--- config.mk ---
export PLATFORM = sky130hd
export DESIGN_NAME = inst_encoder
export DESIGN_NICKNAME = d
export VERILOG_FILES = /design/src/rtl/inst_encoder.sv
export SDC_FILE = /design/constraint.sdc
export NUM_CORES = 1
export LEC_CHECK = 0
export ABC_AREA = 1
export BUFFER_PORTS_ARGS = -buffer_cell sky130_fd_sc_hd__buf_4
export CELL_PAD_IN_SITES_DETAIL_PLACEMENT = 1
export CELL_PAD_IN_SITES_GLOBAL_PLACEMENT = 1
export CORE_AREA = 10 10 133 111
export CTS_BUF_LIST = sky130_fd_sc_hd__clkbuf_4
export DETAILED_ROUTE_END_ITERATION = 7
export DIE_AREA = 0 0 143 121
export MAX_ROUTING_LAYER = met4
export PLACE_DENSITY = 0.78
export SLEW_MARGIN = 20
export SYNTH_ARGS = -nofsm -noshare
export SYNTH_HDL_FRONTEND = slang
export SYNTH_SLANG_ARGS = --single-unit
--- constraint.sdc ---
create_clock -name clk -period 1.9 [get_ports clk]
set_input_delay 0.095 -clock clk [delete_from_list [all_inputs] [get_ports clk]]
set_output_delay 0.095 -clock clk [all_outputs]
set_load 0.02 [all_outputs]
--- src/rtl/inst_encoder.sv ---
// inst_encoder: sequential RV32I instruction encoder.
// Accepts decoded fields over a valid/ready handshake, packs them into 32-bit
// RV32I words and streams them to an instruction-memory write port at
// incrementing byte addresses. Each start pulse runs a burst of `count` words.
//
// Ports:
//   clk, rst                 clock, synchronous active-high reset
//   start, base_addr, count  burst launch (sampled only in IDLE)
//   in_valid / in_ready      field-bundle handshake
//   op_class, rd, rs1, rs2,
//   funct3, funct7, imm      decoded instruction fields
//   wr_en/wr_addr/wr_data    registered write request, held until wr_ready
//   wr_ready                 memory accepts write when wr_en && wr_ready
//   busy                     high while in RUN
//   done                     one-cycle pulse at burst end
//   err                      sticky: illegal class or out-of-range immediate
module inst_encoder #(
    parameter int unsigned ADDR_W = 8,
    parameter int unsigned CNT_W  = 8
) (
    input  logic              clk,
    input  logic              rst,
    input  logic              start,
    input  logic [ADDR_W-1:0] base_addr,
    input  logic [CNT_W-1:0]  count,
    input  logic              in_valid,
    output logic              in_ready,
    input  logic [3:0]        op_class,
    input  logic [4:0]        rd,
    input  logic [4:0]        rs1,
    input  logic [4:0]        rs2,
    input  logic [2:0]        funct3,
    input  logic [6:0]        funct7,
    input  logic [31:0]       imm,
    output logic              wr_en,
    output logic [ADDR_W-1:0] wr_addr,
    output logic [31:0]       wr_data,
    input  logic              wr_ready,
    output logic              busy,
    output logic              done,
    output logic              err
);

    typedef enum logic [1:0] {IDLE = 2'd0, RUN = 2'd1, DRAIN = 2'd2} state_t;

    typedef enum logic [3:0] {
        OP_R = 4'd0, OP_I = 4'd1, OP_LOAD = 4'd2, OP_STORE = 4'd3,
        OP_BRANCH = 4'd4, OP_JAL = 4'd5, OP_JALR = 4'd6, OP_LUI = 4'd7,
        OP_AUIPC = 4'd8, OP_SYSTEM = 4'd9
    } op_class_t;

    localparam logic [31:0] NOP = 32'h0000_0013;

    state_t              state_q, state_d;
    logic [ADDR_W-1:0]   addr_q, addr_d;
    logic [CNT_W-1:0]    remaining_q, remaining_d;
    logic                wr_en_q, wr_en_d;
    logic [ADDR_W-1:0]   wr_addr_q, wr_addr_d;
    logic [31:0]         wr_data_q, wr_data_d;
    logic                done_q, done_d;
    logic                err_q, err_d;

    logic [31:0]         enc_word;
    logic                enc_ok;
    logic                fits12, fits13, fits21;

    // Signed range tests: the value fits when all bits above the field's
    // sign bit equal that sign bit.
    assign fits12 = (&imm[31:11]) | ~(|imm[31:11]);
    assign fits13 = (&imm[31:12]) | ~(|imm[31:12]);
    assign fits21 = (&imm[31:20]) | ~(|imm[31:20]);

    always_comb begin
        enc_word = NOP;
        enc_ok   = 1'b0;
        case (op_class_t'(op_class))
            OP_R: begin
                enc_word = {funct7, rs2, rs1, funct3, rd, 7'b0110011};
                enc_ok   = 1'b1;
            end
            OP_I: begin
                enc_word = {imm[11:0], rs1, funct3, rd, 7'b0010011};
                enc_ok   = fits12;
            end
            OP_LOAD: begin
                enc_word = {imm[11:0], rs1, funct3, rd, 7'b0000011};
                enc_ok   = fits12;
            end
            OP_STORE: begin
                enc_word = {imm[11:5], rs2, rs1, funct3, imm[4:0], 7'b0100011};
                enc_ok   = fits12;
            end
            OP_BRANCH: begin
                enc_word = {imm[12], imm[10:5], rs2, rs1, funct3,
                            imm[4:1], imm[11], 7'b1100011};
                enc_ok   = fits13 & ~imm[0];
            end
            OP_JAL: begin
                enc_word = {imm[20], imm[10:1], imm[11], imm[19:12], rd, 7'b1101111};
                enc_ok   = fits21 & ~imm[0];
            end
            OP_JALR: begin
                enc_word = {imm[11:0], rs1, 3'b000, rd, 7'b1100111};
                enc_ok   = fits12;
            end
            OP_LUI: begin
                enc_word = {imm[31:12], rd, 7'b0110111};
                enc_ok   = ~(|imm[11:0]);
            end
            OP_AUIPC: begin
                enc_word = {imm[31:12], rd, 7'b0010111};
                enc_ok   = ~(|imm[11:0]);
            end
            OP_SYSTEM: begin
                enc_word = {imm[11:0], rs1, funct3, rd, 7'b1110011};
                enc_ok   = fits12;
            end
            default: begin
                enc_word = NOP;
                enc_ok   = 1'b0;
            end
        endcase
    end

    always_comb begin
        state_d     = state_q;
        addr_d      = addr_q;
        remaining_d = remaining_q;
        wr_en_d     = wr_en_q;
        wr_addr_d   = wr_addr_q;
        wr_data_d   = wr_data_q;
        done_d      = 1'b0;
        err_d       = err_q;
        in_ready    = 1'b0;

        // A completed handshake frees the output register; a same-cycle
        // acceptance below re-arms it.
        if (wr_en_q && wr_ready) begin
            wr_en_d = 1'b0;
        end

        case (state_q)
            IDLE: begin
                if (start) begin
                    addr_d      = base_addr;
                    remaining_d = count;
                    err_d       = 1'b0;
                    state_d     = (count == '0) ? DRAIN : RUN;
                end
            end
            RUN: begin
                in_ready = (remaining_q != '0) && (!wr_en_q || wr_ready);
                if (in_valid && in_ready) begin
                    wr_en_d     = 1'b1;
                    wr_addr_d   = addr_q;
                    wr_data_d   = enc_ok ? enc_word : NOP;
                    if (!enc_ok) begin
                        err_d = 1'b1;
                    end
                    addr_d      = addr_q + ADDR_W'(4);
                    remaining_d = remaining_q - CNT_W'(1);
                    if (remaining_q == CNT_W'(1)) begin
                        state_d = DRAIN;
                    end
                end
            end
            DRAIN: begin
                if (!wr_en_q || wr_ready) begin
                    wr_en_d = 1'b0;
                    done_d  = 1'b1;
                    state_d = IDLE;
                end
            end
            default: begin
                state_d = IDLE;
            end
        endcase
    end

    always_ff @(posedge clk) begin
        if (rst) begin
            state_q     <= IDLE;
            addr_q      <= '0;
            remaining_q <= '0;
            wr_en_q     <= 1'b0;
            wr_addr_q   <= '0;
            wr_data_q   <= '0;
            done_q      <= 1'b0;
            err_q       <= 1'b0;
        end else begin
            state_q     <= state_d;
            addr_q      <= addr_d;
            remaining_q <= remaining_d;
            wr_en_q     <= wr_en_d;
            wr_addr_q   <= wr_addr_d;
            wr_data_q   <= wr_data_d;
            done_q      <= done_d;
            err_q       <= err_d;
        end
    end

    assign wr_en   = wr_en_q;
    assign wr_addr = wr_addr_q;
    assign wr_data = wr_data_q;
    assign busy    = (state_q == RUN);
    assign done    = done_q;
    assign err     = err_q;

endmodule

Yosys cells after proc, flatten, opt, wreduce, memory -nomap -nowiden
Index checks and enable logic that the tools add are counted.

Flip-flop bits (word level): 61. Bits in latches: 0. Memory bits (writable): 0. Bits in read-only memories: 0. Bits of input ports: 82. Output and inout bits: 45. Word-level logic and storage cells: 87. Memories kept: 0.

Add/sub/neg operators: 2. Multipliers: 0. Divide/modulo/power cells: 0. $lt $le $gt $ge: 0. Eq/ne operators: 17. Shift-type cells: 0. Muxes and demuxes: 25. Bitwise gates (word level): 11. Reduce and logical (&&, ||, !) cells: 24.

Operators by type and width (count): case mux 32 bit (10 select lines) (1); 2-to-1 mux 32 bit (1); 2-to-1 mux 8 bit (4); case mux 8 bit (2 select lines) (2); OR reduction 12 bit (2); AND reduction 21 bit (1); OR reduction 21 bit (1); AND reduction 20 bit (1); OR reduction 20 bit (1); == test 4 x 3 -> 1 bit, second input constant (4); AND reduction 12 bit (1); 2-to-1 mux 2 bit (5); adder 8 x 3 -> 8 bit, second input constant (1); == test 4 x 2 -> 1 bit, second input constant (2); == test 4 bit, second input constant (2); == test 8 x 1 -> 1 bit, second input constant (1); zero test 8 bit (1); 2-to-1 mux 1 bit (8); AND reduction 4 bit (2); nonzero test 8 bit (1); subtractor 8 x 1 -> 8 bit, second input constant (1); != test 2 bit, second input constant (3); inverter 1 bit (6); case mux 2 bit (3 select lines) (1); other kinds (18) (26).

Depth between registers and ports, before layout
Word-level depth: 8. Depth in mapped cells: 13. Depth with buffers taken out: 13.

Worst setup path before layout
No wires, ideal clock.

Path type: flip-flop to flip-flop. Start: register state_q[1]. End: register wr_data_q[19] (netlist: wr_data[19]). Setup time: 0.070 ns. Arrival: 1.745 ns. Required time: 1.830 ns. Setup slack: 0.085 ns. Stages on the path, launching flop included: 11. Buffers on the path: 2. Path through: dfxtp_1 inv_1 ha_1 clkbuf_1 nand4_2 inv_2 nand2_2 buf_2 nor2_1 nand2_1 a21oi_1.

Cells in the longest elaborated chain, start to end: 2.

RTL lines: start, declared (line 54) `state_t state_q, state_d;`; start signal, assigned (line 191) `state_q <= state_d;`; == test 2 x 1 -> 1 bit; named net busy (line 39) `output logic busy,`; AND reduction 2 bit (no line); end signal, assigned (line 196) `wr_data_q <= wr_data_d;`; end, declared (line 59) `logic [31:0] wr_data_q, wr_data_d;`.

The timed path passes the listed nets, and every way through them passes these cells. A chain may end at the register's enable or synchronous reset.

Final worst setup path
Start: register state_q[1]. End: output in_ready.

Cells in the longest elaborated chain, start to end: 2.

RTL lines: == test 2 x 1 -> 1 bit (line 142) `case (state_q)`; 2-to-1 mux 1 bit (line 142); end, declared (line 27) `output logic in_ready,`.

No other way between the ends.

==> results.sh <==
export IMPL_final_max_slew_viol_count=0
export IMPL_std_cell_rows=36
export IMPL_worst_pin_slew_ps=646.1
export IMPL_path_depth=7
export IMPL_cts_tree="done"
export IMPL_synth_top_area_cell="dfxtp_1"
export IMPL_cts_buffers=9
export IMPL_ios=127
export IMPL_synth_common_cells="nand2_1 (243), nor2_1 (115), inv_1 (74), a21oi_1 (63), dfxtp_1 (60)"
export IMPL_holdWs_ps=43.19
export IMPL_clk_path_buf_depth=2
export IMPL_seqCellArea_um2=1205
export IMPL_synth_nets=819
export IMPL_cp_end_kind="output port"
export IMPL_rsz0062_at_grt="false"
export IMPL_grt_ovfl_total=0
export IMPL_setup_viol=0
export IMPL_syn_avg_cell_area_um2=5.692
export IMPL_status="finished, final reports clean"
export IMPL_p_leak_nw=2.737
export IMPL_grt_pass1_wl_um=28150
export IMPL_power_frac_seq_pct=32.6
export IMPL_synth_top_flop_cell="dfxtp_1"
export IMPL_synth_warnings=0
export IMPL_internal_power_mw=2.790
export IMPL_n_fill_cell=1648
export IMPL_die_w_um=143
export IMPL_final_setup_skew_ps=11.74
export IMPL_critPathRequiredTime_ps=1800
export IMPL_maxCapViolations=0
export IMPL_drtIter0Drc=255
export IMPL_worstPathMaxFanout=12
export IMPL_worst_path_max_delay_cell="dfxtp_1"
export IMPL_crit_buf_inv=5
export IMPL_cts_sinks=60
export IMPL_cts_clk_slew_worst_paths_ps=100
export IMPL_grt_pass1_vias=5484
export IMPL_timing_final_crit_share_pct=93.98
export IMPL_drc_errors=0
export IMPL_synth_area_leaders="dfxtp_1 (29%), nand2_1 (22%), nor2_1 (10%)"
export IMPL_antenna_found_initial=0
export IMPL_grt_max_degree=40
export IMPL_grtUsageTotal_pct=20.74
export IMPL_netlist_area_um2=4155
export IMPL_hold_class="in -> reg"
export IMPL_multi_input_area_um2=2525
export IMPL_ys_ff_latch=60
export IMPL_synthArstFlopShare_pct=0
export IMPL_max_stage_delay_ps=360
export IMPL_num_vias=5170
export IMPL_initial_core_util_pct=34.55
export IMPL_cts_max_level=3
export IMPL_reg2regPathDepth=13
export IMPL_post_cts_buffers=0
export IMPL_die_h_um=121
export IMPL_postSynthCellCount=730
export IMPL_final_setup_tns_ps=0
export IMPL_synth_seq_area_share_pct=28.91
export IMPL_vdd_drop_max_v=0.0005118
export IMPL_synth_edf_count=0
export IMPL_routedWlPerCell_um=16.92
export IMPL_switching_share_pct=45.80
export IMPL_dp_hpwl_um=14200
export IMPL_portBuffers=126
export IMPL_clk_insertion_delay_late_ps=420
export IMPL_gp_congestion=0.8883
export IMPL_startpoint_type="flop"
export IMPL_vias_per_cell=5.044
export IMPL_crit_chain="inv_1 > ha_4 > buf_4 > inv_1 > buf_6 > nor2_1 > buf_4"
export IMPL_crit_type="reg -> out"
export IMPL_p_clk_share_pct=14.3
export IMPL_pwr_share_comb_pct=53.0
export IMPL_power_density_nw_per_um2=930.1
export IMPL_hold_viol=0
export IMPL_relSlewSlack_pct=56.88
export IMPL_wl_um=17350
export IMPL_firstDrtPassIters=5
export IMPL_whs_path_depth=5
export IMPL_cts_root_buf="clkbuf_4"
export IMPL_nNetsFinal=958
export IMPL_switching_power_mw=2.358
export IMPL_num_antenna_cells=0
export IMPL_max_freq_mhz=560.0
export IMPL_post_route_min_period_ps=1786
export IMPL_yosysUniqueCellTypes=30
export IMPL_area_growth_pct=33.18
export IMPL_cp_arrival_ps=1690
export IMPL_yosysMostFrequentCell="nand2_1"
export IMPL_core_um2=12030
export IMPL_crit_family="buffers and inverters"
export IMPL_ant_nets=0
export IMPL_design_die_area_um2=17300
export IMPL_synthDominantCellAreaShare_pct=28.91
export IMPL_drive_above_1_share_pct=21.76
==> timing repair <==
| item | in CTS | in global routing |
|---|---|---|
| endpoints found under the setup margin | 1 | 42 |
| resized for setup | 2 | 9 |
| endpoints found under the hold margin | 6 | 0 |
| pin swaps | 0 | 1 |
| hold buffers | 6 | 0 |
==> stage by stage <==
step,instances,worst slack (ps),instance area (um^2),power (mW),utilization (%)
floorplan,730,84.54,4155,3.305,-
global placement,1004,195.9,5336,4.222,44.37
detailed placement,1004,70.36,5336,4.318,44.37
CTS,1025,36.73,5509,5.117,45.81
global route,1025,3.966,5534,5.627,46.02
finish,1025,114.3,5534,5.147,46.02
==> path summary, 6_finish.rpt <==
| check | from | endpoint | slack [ps] |
|---|---|---|---|
| min | count[0] | remaining_q[0] | 40 |
| min reg2reg | err | err | 460 |
| max | state_q[1] | in_ready | 110 |
| max reg2reg | remaining_q[1] | remaining_q[5] | 180 |
==> cells in the final DEF (no fill, tap or decap), drive strengths merged <==
| cell type | Yosys | final |
|---|---|---|
| or2 | 2 | 2 |
| dfxtp | 60 | 60 |
| a31oi | 1 | 1 |
| clkbuf | 15 | 11 |
| mux2i | 2 | 2 |
| ha | 7 | 7 |
| nand4 | 6 | 6 |
| o21ai | 42 | 42 |
| nand3 | 57 | 57 |
| o21a | 6 | 6 |
| nand2 | 248 | 248 |
| xor2 | 1 | 1 |
| dlygate4sd3 | 0 | 6 |
| a21oi | 63 | 63 |
| nor3 | 4 | 4 |
| nand3b | 1 | 1 |
| inv | 81 | 81 |
| clkinv | 0 | 4 |
| and2 | 1 | 1 |
| buf | 13 | 150 |
| a22o | 1 | 1 |
| nor2 | 119 | 119 |
==> metal layers <==
layer / GRT usage (%) / part of all wire, %
met1: 26.42 / 47
met2: 31.69 / 45
met3: 5.986 / 7.0
met4: 4.891 / 1.4
met5: - / 0
==> worst register-to-register path: stages, from the launching register on <==
cell and delay (ps):
dfxtp_2 350, inv_1 70, ha_1 180, inv_1 50, nor2_1 40, nand2_1 110, nand3_1 90, nand2_1 80
nand2_2 80, nor2_4 180, inv_1 80, buf_4 170, nor2_1 120, nor2_1 50
==> final cells by class <==
class	count	area share (%)
Clock inverter	4	0.3165
Tap cell	152	3.437
Timing Repair Buffer	156	21.86
Sequential cell	60	21.77
Clock buffer	11	1.492
Multi-Input combinational cell	561	45.63
Inverter	81	5.494
==> power groups by stage <==
stage	Sequential (mW)	Combinational, mW	Clock, mW
final	1.68	2.73	0.738
after global routing	1.72	3.08	0.836
after CTS	1.68	2.67	0.775
after detailed placement	1.70	2.62	0
after global placement	1.68	2.54	0
after floorplan	1.73	1.57	0
==> state kept, by name, indices dropped and copies added, names as in the netlist <==
register / cells
addr_q: 8
done: 1
err: 1
remaining_q: 8
state_q: 2
wr_addr: 8
wr_data: 31
wr_en: 1
==> logic make-up (layout without fill, tap and decap cells) <==
group	count (synthesis)	count (layout)	share of synthesized area (%)
buf+inv	109	252	10.87
flops	60	60	28.91
mux	2	2	0.4818
simple gates	438	438	43.33
xor+xnor	1	1	0.2108
fa+ha+maj	7	7	2.108
compound gates	113	113	14.09
Note: power is estimated with default switching activity, not from simulation.
